===== config.mk =====
export PLATFORM = sky130hd
export DESIGN_NAME = multicycle_control
export DESIGN_NICKNAME = d
export VERILOG_FILES = /design/src/rtl/multicycle_control.sv
export SDC_FILE = /design/constraint.sdc
export NUM_CORES = 1
export LEC_CHECK = 0
export CAP_MARGIN = 30
export CORE_MARGIN = 8
export CORE_UTILIZATION = 43
export DETAILED_ROUTE_END_ITERATION = 8
export PLACE_DENSITY = 0.85
export SLEW_MARGIN = 10
export SYNTH_ARGS = -nofsm -noshare
export SYNTH_HDL_FRONTEND = slang
export SYNTH_SLANG_ARGS = --single-unit
export TNS_END_PERCENT = 10

===== constraint.sdc =====
create_clock -name clk -period 2.4 [get_ports clk]
set_input_delay 0.36 -clock clk [delete_from_list [all_inputs] [get_ports clk]]
set_output_delay 0.36 -clock clk [all_outputs]
set_load 0.005 [all_outputs]

===== src/rtl/multicycle_control.sv =====
// Main control FSM for the multicycle CPU datapath: sequences fetch/decode/execute/
// memory/write-back steps, drives datapath enables and mux selects, and emits ALUOp.
module multicycle_control (
  input  logic       clk,
  input  logic       rst,
  input  logic [5:0] opcode,
  input  logic       mem_ready,
  output logic       PCWrite,
  output logic       PCWriteCond,
  output logic       IorD,
  output logic       MemRead,
  output logic       MemWrite,
  output logic       MemtoReg,
  output logic       IRWrite,
  output logic       RegWrite,
  output logic       RegDst,
  output logic       ALUSrcA,
  output logic [1:0] PCSource,
  output logic [1:0] ALUSrcB,
  output logic [1:0] ALUOp,
  output logic [3:0] state,
  output logic       instr_done,
  output logic       illegal_op
);

  typedef enum logic [3:0] {
    S_FETCH     = 4'd0,
    S_DECODE    = 4'd1,
    S_MEM_ADDR  = 4'd2,
    S_MEM_READ  = 4'd3,
    S_MEM_WB    = 4'd4,
    S_MEM_WRITE = 4'd5,
    S_R_EXEC    = 4'd6,
    S_R_WB      = 4'd7,
    S_I_EXEC    = 4'd8,
    S_I_WB      = 4'd9,
    S_BRANCH    = 4'd10,
    S_JUMP      = 4'd11
  } state_t;

  localparam logic [5:0] OP_R    = 6'h00;
  localparam logic [5:0] OP_LW   = 6'h23;
  localparam logic [5:0] OP_SW   = 6'h2B;
  localparam logic [5:0] OP_BEQ  = 6'h04;
  localparam logic [5:0] OP_J    = 6'h02;
  localparam logic [5:0] OP_ADDI = 6'h08;
  localparam logic [5:0] OP_LUI  = 6'h0F;

  state_t state_q, state_d;

  // Strobes that commit architectural state; gated by reset below.
  logic pc_write, pc_write_cond, ir_write, mem_write, reg_write, done, illegal;

  always_ff @(posedge clk or posedge rst) begin
    if (rst) state_q <= S_FETCH;
    else     state_q <= state_d;
  end

  always_comb begin
    state_d       = state_q;
    pc_write      = 1'b0;
    pc_write_cond = 1'b0;
    ir_write      = 1'b0;
    mem_write     = 1'b0;
    reg_write     = 1'b0;
    done          = 1'b0;
    illegal       = 1'b0;
    IorD          = 1'b0;
    MemRead       = 1'b0;
    MemtoReg      = 1'b0;
    RegDst        = 1'b0;
    ALUSrcA       = 1'b0;
    PCSource      = 2'b00;
    ALUSrcB       = 2'b00;
    ALUOp         = 2'b00;
    case (state_q)
      S_FETCH: begin
        MemRead  = 1'b1;
        ALUSrcB  = 2'b01;
        ALUOp    = 2'b10;
        ir_write = mem_ready;
        pc_write = mem_ready;
        if (mem_ready) state_d = S_DECODE;
      end
      S_DECODE: begin
        ALUSrcB = 2'b11;
        ALUOp   = 2'b10;
        case (opcode)
          OP_LW, OP_SW:    state_d = S_MEM_ADDR;
          OP_R:            state_d = S_R_EXEC;
          OP_ADDI, OP_LUI: state_d = S_I_EXEC;
          OP_BEQ:          state_d = S_BRANCH;
          OP_J:            state_d = S_JUMP;
          default: begin
            state_d = S_FETCH;
            illegal = 1'b1;
            done    = 1'b1;
          end
        endcase
      end
      S_MEM_ADDR: begin
        ALUSrcA = 1'b1;
        ALUSrcB = 2'b10;
        ALUOp   = 2'b10;
        state_d = (opcode == OP_LW) ? S_MEM_READ : S_MEM_WRITE;
      end
      S_MEM_READ: begin
        MemRead = 1'b1;
        IorD    = 1'b1;
        if (mem_ready) state_d = S_MEM_WB;
      end
      S_MEM_WB: begin
        reg_write = 1'b1;
        MemtoReg  = 1'b1;
        done      = 1'b1;
        state_d   = S_FETCH;
      end
      S_MEM_WRITE: begin
        mem_write = 1'b1;
        IorD      = 1'b1;
        done      = mem_ready;
        if (mem_ready) state_d = S_FETCH;
      end
      S_R_EXEC: begin
        ALUSrcA = 1'b1;
        state_d = S_R_WB;
      end
      S_R_WB: begin
        reg_write = 1'b1;
        RegDst    = 1'b1;
        done      = 1'b1;
        state_d   = S_FETCH;
      end
      S_I_EXEC: begin
        ALUSrcA = 1'b1;
        ALUSrcB = 2'b10;
        ALUOp   = (opcode == OP_LUI) ? 2'b11 : 2'b10;
        state_d = S_I_WB;
      end
      S_I_WB: begin
        reg_write = 1'b1;
        done      = 1'b1;
        state_d   = S_FETCH;
      end
      S_BRANCH: begin
        ALUSrcA       = 1'b1;
        ALUOp         = 2'b01;
        pc_write_cond = 1'b1;
        PCSource      = 2'b01;
        done          = 1'b1;
        state_d       = S_FETCH;
      end
      S_JUMP: begin
        pc_write = 1'b1;
        PCSource = 2'b10;
        done     = 1'b1;
        state_d  = S_FETCH;
      end
      default: state_d = S_FETCH;
    endcase
  end

  assign PCWrite     = pc_write      & ~rst;
  assign PCWriteCond = pc_write_cond & ~rst;
  assign IRWrite     = ir_write      & ~rst;
  assign MemWrite    = mem_write     & ~rst;
  assign RegWrite    = reg_write     & ~rst;
  assign instr_done  = done          & ~rst;
  assign illegal_op  = illegal       & ~rst;
  assign state       = state_q;

endmodule


==> metrics <==
routed via count divided by cell count 6.01; total cell area at the placement stage 1070 sq um; Net Count, Synth 104; maximum buffer depth of the clock tree 2; row count 14; async set or reset register ratio after synthesis 1.00; DRC 0; busiest metal layer after global routing met2; number of I/O port buffers 30; post-detailed-route wirelength per cell 16.1 um; Final Instance Area 1120 sq um; Layout Skew 2.52 ps; fraction of post-synthesis cell area in the top cell type by area 0.155; Final Net Count 149; outcome finished clean; arrival time worst endpoint 1930 ps; initial antenna violation count 0; 1st-pass router iterations 4; Final ANT Viol Nets 0; Synth Instances 95; first-pass GRT wire length 3850 um; area of the core 1450 sq um; worst-path maximum fanout 2; max frequency 438 MHz; Worst-path clk slew 40 ps; number of violations reported at the end of detailed-routing iteration 0 59; Congestion Overflow GR 0; primary flip-flop cell chosen by synthesis mapping dfrtp_1; yosys warns 0; worst-case vdd ir drop 0.283 mV; Global Route met3 Usage 0.0326; Max Cap Violations 0; total via count after detailed routing 925; most area-consuming cells after synthesis dfrtp_1 16%, nor2_1 9.3%, nand2b_1 5.8%; transition time at the pin with the least slew margin 548 ps; register-to-register setup slack 860 ps; I/O pin count 31; mean post-synth cell area 6.78 sq um; number of diodes added for antenna fixing 0; via count of the first global-routing pass 851; Clk Tree Root Cell clkbuf_4; total wirelength of the detailed-routed design 2490 um; DP Wirelength 1920 um; final estimated routing congestion in global placement 0.897; worst skew pair latency 230 ps; layout cell share with drive strength beyond 1 0.239; PD cells 557 nW/um^2; final clock period utilization by the worst path 0.952; Starting Density 0.443; setup-violating endpoint count in the final report 0; maximum number of pins on one net before global-route repair 21; Critical Path End Type output port; setup slack after placement -338 ps; static leakage 0.441 nW; number of pins with negative max-slew slack in the final report 0; Area growth syn-to-layout 74.6%; Hold Path Class in2async; setup repair after global routing missed its margin false; worst setup slack after layout 115 ps; number of buffers added by the clock tree synthesis step 3; total of flip-flops plus latches after synthesis 4; die boundary height 54.7 um; Mapped Area 644 sq um; type of the worst setup path in2out; data required time at the worst endpoint 2040 ps; global-route track usage on met1 0.195; max FFs per register 4; min cycle time layout 2290 ps; Die Area 2990 sq um; timing startpoint of the critical path opcode[5]; sequential-to-total area share from yosys stat 0.155; count of flip-flops with a built-in enable after synthesis 0; Post-CTS Hold Buffers 0; number of hold violations in the final report 0; kind of launch point of the worst setup path input port; gr usage total 0.166; overall die width 54.7 um; number of different library cells in the post-synthesis netlist 40; maximum level of the CTS H-tree 1; Setup TNS Final 0 ps; met2 global-route usage 0.302; TritonCTS clock tree built; dominant cell type by area after synthesis dfrtp_1; worst relative slew slack 0.634; number of sinks on the clock net 4; launching point of the worst reg2reg path state[1]; total setup buffers inserted after CTS 0
==> cell type report <==
type,count,area (sq um)
multi-input cells,80,538
inverters,2,7.51
fillers,114,329
well taps,16,20.0
flip-flops and latches,4,100
clock buffers,3,22.5
repair buffers,49,437
==> cell usage in the layout (no fill, tap or decap), types with 2 or more instances in the layout <==
cell,Yosys,final
nor4b_2,1,2
nor3b_1,2,2
dlymetal6s2s_1,0,2
nand3_1,2,2
a21oi_1,4,4
nor3_1,6,5
nand4_1,2,2
clkbuf_2,0,2
clkdlybuf4s50_1,0,25
o21ai_0,5,5
dfrtp_1,4,4
o22ai_1,2,2
a211o_1,2,2
clkbuf_4,0,3
xnor2_1,2,2
and3_1,3,3
nor2_1,16,15
buf_4,0,19
nand2_1,5,5
inv_1,2,2
nand2b_1,6,6
nor4_1,2,2
==> metal layers <==
layer / share of wire / vias up / wire length (um)
met5: 0 / - / 0
met4: 0.011 / 0 / 27
met3: 0.083 / 4 / 207
met2: 0.52 / 44 / 1300
met1: 0.38 / 438 / 954
li1: - / 439 / -
==> Yosys cell counts (2+ instances only) <==
library cell	number
nor2_1	16
nand2b_1	6
nor3_1	6
clkbuf_1	5
nand2_1	5
o21ai_0	5
a21oi_1	4
dfrtp_1	4
and3_1	3
buf_2	3
a211o_1	2
inv_1	2
nand3_1	2
nand4_1	2
nor3b_1	2
nor4_1	2
o22ai_1	2
xnor2_1	2
==> per-stage QoR <==
step	cells	util	hold WS, ps	power (mW)
final	154	0.774	502	0.626
after floorplan	95	-	140	0.307
after global placement	151	0.736	607	0.515
after detailed placement	151	0.736	642	0.529
after global routing	154	0.774	523	0.670
after CTS	154	0.754	493	0.616
==> worst paths after layout <==
| check | endpoint | depth (start not counted) |
|---|---|---|
| worst max-delay path | illegal_op | 6 |
| worst min-delay path | state[1] | 3 |
| worst max register to register | state[0] | 4 |
| worst min register to register | state[1] | 3 |
| max in group asynchronous | state[0] | 3 |
| min in group clk | state[1] | 3 |
==> what timing repair did <==
| action | CTS | global route |
|---|---|---|
| gates cloned | 0 | 0 |
| pin swaps | 0 | 3 |
| gates resized for setup | 4 | 11 |
| setup endpoints to repair | 3 | 3 |
==> logic make-up (layout without fill, tap and decap cells) <==
logic type / after synthesis / count (layout) / share of synthesized area
multiplexers: 1 / 1 / 0.0155
buffers and inverters: 11 / 54 / 0.0699
flip-flops: 4 / 4 / 0.155
AO/OA/AOI/OAI: 24 / 24 / 0.262
AND/OR/NAND/NOR: 52 / 52 / 0.456
XOR/XNOR: 3 / 3 / 0.0408
==> power breakdown <==
group	total [mW]	leakage [nW]	switching, mW	internal (mW)
logic	0.452	0.373	0.217	0.235
clock network	0.0847	0.0138	0.0287	0.0560
registers	0.0894	0.0539	0.00934	0.0801
total	0.626	0.441	0.255	0.371
==> critical path, cell delays in order <==
cell and delay, ps:
clkdlybuf4s50_1 420, or4_1 520, a211o_1 300, o311ai_4 110
nor2_1 90, clkbuf_2 120
No activity file was read; power rests on OpenSTA's default activity.
